[src/rtl/aui_lane_distributor.sv]
// ---------------------------------------------------------------------------
// aui_lane_distributor
// Multi-lane AUI transmit source. Takes a valid/ready word stream and drives
// NUMBER_LANES registered lanes in one of four modes selected by i_mode
// (registered internally as mode_r):
//   0 = broadcast   : every accepted word goes to all lanes next cycle
//   1 = distribute  : NUMBER_LANES accepted words form one beat, word k on lane k
//   2 = PRBS31      : each lane runs its own x^31+x^28+1 generator
//   3 = idle        : no beats, no input accepted
// Optional feature macro AUI_AM_INSERT_EN: when defined, an alignment marker
// beat is inserted after every AM_PERIOD data beats in modes 0/1. When not
// defined, o_am is tied low and no marker logic is built.
//
// Ports:
//   clk           clock
//   rst_n         asynchronous active-low reset
//   i_mode [1:0]  mode select
//   i_data        input word, i_valid qualifies it
//   o_ready       input accept (transfer on i_valid && o_ready)
//   tx_lane       registered lane words, [NUMBER_LANES-1:0][DATA_WIDTH-1:0]
//   o_lane_valid  tx_lane carries a new beat this cycle
//   o_am          current beat is an alignment marker
// ---------------------------------------------------------------------------
module aui_lane_distributor #(
  parameter int DATA_WIDTH   = 64,
  parameter int NUMBER_LANES = 16,
  parameter int AM_PERIOD    = 1024
) (
  input  logic                                      clk,
  input  logic                                      rst_n,
  input  logic [1:0]                                i_mode,
  input  logic [DATA_WIDTH-1:0]                     i_data,
  input  logic                                      i_valid,
  output logic                                      o_ready,
  output logic [NUMBER_LANES-1:0][DATA_WIDTH-1:0]   tx_lane,
  output logic                                      o_lane_valid,
  output logic                                      o_am
);

  localparam int IDX_W = (NUMBER_LANES > 1) ? $clog2(NUMBER_LANES) : 1;
  localparam logic [IDX_W-1:0] LAST_IDX = IDX_W'(NUMBER_LANES - 1);

  // Elaboration-time parameter sanity checks
  if ((DATA_WIDTH < 32) || ((DATA_WIDTH % 8) != 0) ||
      (NUMBER_LANES < 1) || (NUMBER_LANES > 256) || (AM_PERIOD < 2)) begin : g_bad_params
    $error("aui_lane_distributor: illegal parameter combination");
  end

  // Advance one PRBS31 lane by DATA_WIDTH steps; returns {next_state, word}.
  // First generated bit lands in the word MSB.
  function automatic logic [DATA_WIDTH+30:0] prbs_advance(input logic [30:0] seed);
    logic [30:0]           s;
    logic [DATA_WIDTH-1:0] w;
    logic                  nb;
    s = seed;
    w = '0;
    for (int k = 0; k < DATA_WIDTH; k++) begin
      nb = s[30] ^ s[27];
      w[DATA_WIDTH-1-k] = nb;
      s = {s[29:0], nb};
    end
    return {s, w};
  endfunction

  logic [1:0]                                mode_r;
  logic [IDX_W-1:0]                          fill_idx_r;
  logic [NUMBER_LANES-1:0][DATA_WIDTH-1:0]   staging_r;
  logic [NUMBER_LANES-1:0][DATA_WIDTH-1:0]   tx_lane_r;
  logic                                      lane_valid_r;
  logic [NUMBER_LANES-1:0][30:0]             prbs_r;
  logic [NUMBER_LANES-1:0][30:0]             prbs_nxt_s;
  logic [NUMBER_LANES-1:0][DATA_WIDTH-1:0]   prbs_word_s;
  logic                                      mode_chg_s;
  logic                                      data_mode_s;
  logic                                      accept_s;
  logic                                      emit_data_s;
  logic                                      am_block_s;

  assign tx_lane      = tx_lane_r;
  assign o_lane_valid = lane_valid_r;

  // Mode-change detect and handshake. A word accepted on a mode-change edge
  // is dropped together with any partial group.
  always_comb begin
    mode_chg_s  = (i_mode != mode_r);
    data_mode_s = (mode_r == 2'd0) || (mode_r == 2'd1);
    o_ready     = data_mode_s && !am_block_s;
    accept_s    = i_valid && o_ready && !mode_chg_s;
    emit_data_s = accept_s && ((mode_r == 2'd0) || (fill_idx_r == LAST_IDX));
  end

  // Per-lane PRBS next state and output word
  always_comb begin
    prbs_nxt_s  = '0;
    prbs_word_s = '0;
    for (int i = 0; i < NUMBER_LANES; i++) begin
      {prbs_nxt_s[i], prbs_word_s[i]} = prbs_advance(prbs_r[i]);
    end
  end

  // Mode register, distribute fill index and staging buffer
  always_ff @(posedge clk or negedge rst_n) begin
    if (!rst_n) begin
      mode_r     <= 2'd0;
      fill_idx_r <= '0;
      staging_r  <= '0;
    end else begin
      mode_r <= i_mode;
      if (mode_chg_s) begin
        fill_idx_r <= '0;
      end else if (accept_s && (mode_r == 2'd1)) begin
        staging_r[fill_idx_r] <= i_data;
        fill_idx_r <= (fill_idx_r == LAST_IDX) ? '0 : fill_idx_r + IDX_W'(1);
      end else begin
        fill_idx_r <= fill_idx_r;
      end
    end
  end

  // PRBS lane generators: reseed to lane+1 on reset and on mode change
  always_ff @(posedge clk or negedge rst_n) begin
    if (!rst_n) begin
      for (int i = 0; i < NUMBER_LANES; i++) prbs_r[i] <= 31'(i + 1);
    end else if (mode_chg_s) begin
      for (int i = 0; i < NUMBER_LANES; i++) prbs_r[i] <= 31'(i + 1);
    end else if (mode_r == 2'd2) begin
      prbs_r <= prbs_nxt_s;
    end else begin
      prbs_r <= prbs_r;
    end
  end

`ifdef AUI_AM_INSERT_EN
  localparam int CNT_W = $clog2(AM_PERIOD + 1);

  // Marker word for one lane: 0xA5 filler bytes, lane number in the low byte
  function automatic logic [DATA_WIDTH-1:0] am_marker(input int lane);
    logic [DATA_WIDTH-1:0] w;
    w = '0;
    for (int b = 1; b < DATA_WIDTH / 8; b++) w[b*8 +: 8] = 8'hA5;
    w[7:0] = 8'(lane);
    return w;
  endfunction

  logic [CNT_W-1:0]                          beat_cnt_r;
  logic                                      am_due_r;
  logic                                      am_r;
  logic                                      am_emit_s;
  logic [NUMBER_LANES-1:0][DATA_WIDTH-1:0]   am_word_s;

  assign am_block_s = am_due_r;
  assign o_am       = am_r;

  // Marker emission qualifier and constant marker words
  always_comb begin
    am_emit_s = am_due_r && !mode_chg_s;
    am_word_s = '0;
    for (int i = 0; i < NUMBER_LANES; i++) am_word_s[i] = am_marker(i);
  end

  // Data beat counter and marker-due flag
  always_ff @(posedge clk or negedge rst_n) begin
    if (!rst_n) begin
      beat_cnt_r <= '0;
      am_due_r   <= 1'b0;
    end else if (mode_chg_s || am_emit_s) begin
      beat_cnt_r <= '0;
      am_due_r   <= 1'b0;
    end else if (emit_data_s) begin
      beat_cnt_r <= beat_cnt_r + CNT_W'(1);
      am_due_r   <= ((beat_cnt_r + CNT_W'(1)) == CNT_W'(AM_PERIOD));
    end else begin
      beat_cnt_r <= beat_cnt_r;
      am_due_r   <= am_due_r;
    end
  end

  // Marker flag output register
  always_ff @(posedge clk or negedge rst_n) begin
    if (!rst_n) begin
      am_r <= 1'b0;
    end else begin
      am_r <= am_emit_s;
    end
  end
`else
  assign am_block_s = 1'b0;
  assign o_am       = 1'b0;
`endif

  // Lane output registers: marker, data beat, PRBS, or hold
  always_ff @(posedge clk or negedge rst_n) begin
    if (!rst_n) begin
      tx_lane_r    <= '0;
      lane_valid_r <= 1'b0;
    end else begin
      lane_valid_r <= 1'b0;
      if (mode_chg_s) begin
        tx_lane_r <= tx_lane_r;
`ifdef AUI_AM_INSERT_EN
      end else if (am_emit_s) begin
        tx_lane_r    <= am_word_s;
        lane_valid_r <= 1'b1;
`endif
      end else if (emit_data_s) begin
        // Broadcast copies i_data everywhere; distribute bypasses the last word
        for (int j = 0; j < NUMBER_LANES; j++) begin
          tx_lane_r[j] <= ((mode_r == 2'd0) || (j == NUMBER_LANES - 1)) ? i_data : staging_r[j];
        end
        lane_valid_r <= 1'b1;
      end else if (mode_r == 2'd2) begin
        tx_lane_r    <= prbs_word_s;
        lane_valid_r <= 1'b1;
      end else begin
        tx_lane_r <= tx_lane_r;
      end
    end
  end

endmodule
[config.mk]
export PLATFORM = sky130hd
export DESIGN_NAME = aui_lane_distributor
export DESIGN_NICKNAME = d
export VERILOG_FILES = /design/src/rtl/aui_lane_distributor.sv
export SDC_FILE = /design/constraint.sdc
export NUM_CORES = 2
export LEC_CHECK = 0
export BUFFER_PORTS_ARGS = -buffer_cell sky130_fd_sc_hd__buf_2
export CELL_PAD_IN_SITES_DETAIL_PLACEMENT = 1
export CELL_PAD_IN_SITES_GLOBAL_PLACEMENT = 1
export CORE_AREA = 4 4 642 389
export DETAILED_ROUTE_END_ITERATION = 12
export DIE_AREA = 0 0 646 393
export PLACE_DENSITY_LB_ADDON = 0.1
export REMOVE_ABC_BUFFERS = 1
export SYNTH_ARGS = -nofsm -noshare
export SYNTH_HDL_FRONTEND = slang
export SYNTH_SLANG_ARGS = --single-unit
[constraint.sdc]
create_clock -name clk -period 2.3 [get_ports clk]
set_input_delay 0.23 -clock clk [delete_from_list [all_inputs] [get_ports clk]]
set_output_delay 0.23 -clock clk [all_outputs]
set_load 0.005 [all_outputs]
---- Word level (Yosys, flattened, before mapping) ----
Cells that the tools add are included.
storage, ports and cells
  bits in registers ....................... 2,551
  bits of input ports ..................... 69
  output and inout bits ................... 1,027
  word-level logic and storage cells ...... 1,125
operators by class
  add/subtract/negate cells ............... 1
  order comparisons ....................... 2
  equal/unequal tests ..................... 4
  muxes and demuxes ....................... 28
  bitwise logic cells ..................... 1,025
  reduce and logical (&&, ||, !) cells .... 14
operators with widths
  operator                                                     number
  two-way mux 1024 bit                                         2
  bitwise mux 1024 bit                                         1
  two-way mux 64 bit                                           16
  XOR 1 bit                                                    1,024
  two-way mux 496 bit                                          2
  demux 64 bit (select 4 bit)                                  1
  two-way mux 4 bit                                            3
  nonzero test 2 bit                                           3
  logical AND 1 bit                                            5
  less-than comparator 4 x 5 -> 1 bit (second input constant)  1
  adder 4 x 1 -> 4 bit (second input constant)                 1
  == test 4 bit (second input constant)                        1
  >= comparator 4 x 1 -> 1 bit (second input constant)         1
  AND reduction 2 bit                                          2
  two-way mux 1 bit                                            3
  == test 2 x 1 -> 1 bit (second input constant)               1
  == test 2 bit (second input constant)                        1
  logical NOT 2 bit                                            1
  logical OR 1 bit                                             2
  != test 2 bit                                                1
  logical NOT 1 bit                                            1
  NOT 1 bit                                                    1

---- Longest topological paths before layout ----
  word-level depth ........................ 7
  gate-level depth with buffers ........... 9
  gate-level depth less buffers ........... 5

---- Worst setup path before layout ----
No wires, ideal clock.
  path type ............................... reg-to-reg
  start point ............................. register fill_idx_r[0]
  end point ............................... register tx_lane_r, in the netlist tx_lane[962]
  setup time .............................. 121 ps
  arrival ................................. 1,887 ps
  required time ........................... 2,179 ps
  setup slack ............................. 292 ps
  stages on the path, launching flop included .. 9
  buffers on the path ..................... 3
  clock period less this slack ............ 2,008 ps
  path through ............................ dfrtp_1 > ha_1 > and3_1 > o2111ai_2 > buf_2 > buf_2 > buf_2 > nand2_1 > o22a_1
on the way
  cells in the longest elaborated chain, start to end .. 5
  elaborated cells on any way between the ends .. 6
  those cells by class .................... eq/ne: 1; mux: 1; reduce/logical: 4
ends and longest elaborated chain
  element                        RTL line  text
  start, declared                66        logic [IDX_W-1:0] fill_idx_r;
  start signal, assigned         113       fill_idx_r <= (fill_idx_r == LAST_IDX) ? '0 : fill_idx_r + IDX_W'(1);
  start signal, assigned         115       fill_idx_r <= fill_idx_r;
  == test 4 bit *                89        emit_data_s = accept_s && ((mode_r == 2'd0) || (fill_idx_r == LAST_IDX));
  logical OR 1 bit *             89
  logical AND 1 bit *            89
  nonzero test 2 bit (no line)   -
  AND reduction 2 bit (no line)  -
  end signal, assigned           199       tx_lane_r <= tx_lane_r;
  end signal, assigned by index  208       tx_lane_r[j] <= ((mode_r == 2'd0) || (j == NUMBER_LANES - 1)) ? i_data : staging_r[j];
  end signal, assigned           212       tx_lane_r <= prbs_word_s;
  end, declared                  68        logic [NUMBER_LANES-1:0][DATA_WIDTH-1:0] tx_lane_r;
Mark *: on every way between the ends. The rest lies on a longest branch, timed or not.
A chain may end at the register's enable or synchronous reset.

---- Worst setup path after layout ----
  start point ............................. register mode_r[0]
  end point ............................... register tx_lane_r, in the netlist tx_lane[196]
on the way
  cells in the longest elaborated chain, start to end .. 7
  elaborated cells on any way between the ends .. 15
  those cells by class .................... eq/ne: 3; mux: 2; bitwise: 1; reduce/logical: 9
ends and longest elaborated chain
  element                                                             RTL line  text
  start, declared                                                     65        logic [1:0] mode_r;
  start signal, assigned                                              108       mode_r <= i_mode;
  == test 2 x 1 -> 1 bit / logical NOT 2 bit (equally long branches)  -
  logical OR 1 bit                                                    86        data_mode_s = (mode_r == 2'd0) || (mode_r == 2'd1);
  logical AND 1 bit (2 in a row)                                      88        accept_s = i_valid && o_ready && !mode_chg_s;
  logical AND 1 bit                                                   89
  nonzero test 2 bit (no line)                                        -
  AND reduction 2 bit (no line)                                       -
Several ways; a longest one is shown, not always the timed one.

==> results.ini <==
[clock_tree]
clkTransAtPathRegs_ns=0.07
worstSkewPairLatency_ns=0.96
h-tree-depth=4
cts_tree=yes
cts.sinks=2487
cts_buffers=243
max-clock-path-buffers=4
clock-root-buffer=clkbuf_16

[logic_synthesis]
synth_area_mm2=0.114
synth_area_per_cell_um2=10.7
ys_async_sr_fraction=1.00
synth_cell_types=51
ys_ff_latch=2487
synthTopCellsByArea=dfrtp_1, xnor2_1, mux2_2, a21oi_1, a211oi_1
synth-edff-count=0
yosysTopAreaCellShare=0.538
yosys_warnings=0
synth_cells=10700
synth_ff_type=dfrtp_1
yosysSeqAreaShare=0.545
synth.largest_area_cell=dfrtp_1

[power]
power.leakage_nw=65.2
comb_power_share=0.138
p_per_area_mw_per_mm2=801
seq_power_share=0.474
intPower_w=0.0775
pwr-share-clk=0.387
peakVddDrop_uv=646
sw_frac_of_total=0.294
p_switching_w=0.0322
power_w=0.110

[detailed_routing]
vias=96200
drc=0
vias_per_cell=6.38
highest_layer=met5
wire_per_inst_um=38.0
dr_wl_met3_um=73300
dr_wl_met2_um=232000
drtIter0Drc=11100
postRouteAntennaNets=0
wl_um=573000
first_pass_iters=6
drt-met1-wl_um=235000

[worst_setup_path]
required_ns=3.10
path_class=reg -> reg
critPathMaxFanout=16
worstSetupEndpointType=register
critical_path_arrival_ns=3.14
start_kind=register

[floorplanning]
ios=1096
die_h_um=393
placementRows=141
core_area_mm2=0.245
die_width_um=646
initial_core_util=0.467
dieArea_mm2=0.254

[global_route]
antenna_found_initial=29
grt_max_degree=115
grt_pass1_vias=95900
grt-ovfl-total=0
grt_pass1_wl_um=781000
grt_use_total=0.438

[place]
place_area_mm2=0.127
io_buffers=1094
hpwl_um=428000
gp_congestion=1.04
dp_slack_ns=-0.102

[layout]
nets=11600
drive_gt1_frac=0.261
fin_area_mm2=0.137
final_core_util=0.560
final_cell_mix=dfrtp_1, a21oi_1, buf_2
final_common_cell=dfrtp_1
area_growth_syn_to_layout_pct=19.9

[timing]
tightest_slew_ns=1.26
rsz0062_at_grt=yes
finalHoldViolations=0
fmax_mhz=428
finalCritPeriodShare=1.02
setup_slack_ns=-0.0369
final.min_clock_period_ns=2.34
setup-violations-final=4
maxSlewHeadroom=0.154
skew_ns=0.0579
maxSlewViolCount=0

[outcome]
violations=setup timing
outcome=finished with violations

[min_path]
min_path_type=in -> reg

[job]
cap_violations=0

-- worst max-delay path: stages (launching register included) --
cell and delay (ns):
dfrtp_1 0.43, buf_4 0.18, xnor2_4 0.22, o2111ai_4 0.23, buf_12 0.22, buf_4 0.18, bufbuf_16 0.33, a211oi_2 0.34
a21oi_1 0.07
-- final timing paths --
check	start	endpoint	slack [ns]	cells after the start
max in group asynchronous	rst_n	tx_lane[510]$_DFFE_PN0P_	0.99	3
setup / recovery	mode_r[0]$_DFF_PN0_	tx_lane[196]$_DFFE_PN0P_	-0.04	8
setup reg to reg	mode_r[0]$_DFF_PN0_	tx_lane[196]$_DFFE_PN0P_	-0.04	8
hold reg to reg	prbs_r[393]$_DFFE_PN0P_	prbs_r[393]$_DFFE_PN0P_	0.48	1
hold / removal	i_valid	fill_idx_r[3]$_DFFE_PN0P_	0.01	4
min in group asynchronous	rst_n	staging_r[226]$_DFFE_PN0P_	0.23	3
-- cell families (layout without fill, tap and decap cells) --
kind of cell,after synthesis,count (layout),synth area share
multiplexers,964,964,0.0950
AND/OR/NAND/NOR,1437,1437,0.0498
flip-flops,2487,2487,0.545
adder cells (fa/ha/maj),4,4,0.000438
XOR/XNOR,1023,1023,0.0805
other,1,10,0.0000328
buffers and inverters,1342,2451,0.0497
AO/OA/AOI/OAI,3397,3397,0.179
-- synth_stat cells, types with 285 or more instances --
| cell | n |
|---|---|
| nand2_1 | 853 |
| buf_2 | 351 |
| mux2_2 | 675 |
| buf_1 | 290 |
| o21ai_0 | 429 |
| xnor2_1 | 948 |
| a211oi_1 | 480 |
| a21oi_1 | 1514 |
| o211ai_1 | 450 |
| nor2_1 | 482 |
| a21o_1 | 378 |
| mux2_1 | 285 |
| clkbuf_1 | 641 |
| dfrtp_1 | 2454 |
-- final cells by class --
type | instances | area (um2)
tap | 3289 | 4120
inverter | 4 | 15.0
sequential | 2487 | 62300
clock buffer | 365 | 7150
antenna | 9 | 22.5
multi-input combinational | 6826 | 46500
fill | 25900 | 108000
clock inverter | 83 | 988
timing repair buffer | 1999 | 15800
-- power by group through the flow --
stage / sequential [W] / clock [W] / combinational (W)
CTS: 0.0519 / 0.0426 / 0.0151
detailed placement: 0.0526 / 0 / 0.0149
floorplan: 0.0509 / 0 / 0.00612
global route: 0.0521 / 0.0445 / 0.0163
finish: 0.0521 / 0.0425 / 0.0152
global placement: 0.0526 / 0 / 0.0145
-- what timing repair did --
item	CTS	global route
endpoints found under the setup margin	115	742
cloned	2	6
hold endpoints to repair	2657	0
resized for setup	14	50
pin swaps	5	4
hold buffers	69	0
setup buffers	11	4
-- routing by layer --
layer,up-vias,track usage
met1,51300,0.613
met5,-,0.000763
li1,38600,-
met4,14,0.201
met3,927,0.162
met2,5334,0.603
-- metrics by stage --
step                 TNS, ns  hold WS (ns)  std cells
finish               -0.0688        0.0104      15100
global route           -1.26       0.00972      15100
CTS                 -0.00564       0.00930      15000
detailed placement    -0.969         0.169      14500
global placement     -0.0384         0.170      14500
floorplan                  -       -0.0656       9317
-- flip-flops by register name, summed over array words and instances (netlist names) --
register / count
prbs_r: 496
mode_r: 2
tx_lane: 1024
staging_r: 960
o_lane_valid: 1
fill_idx_r: 4
Power figures use the tool's default switching activity.
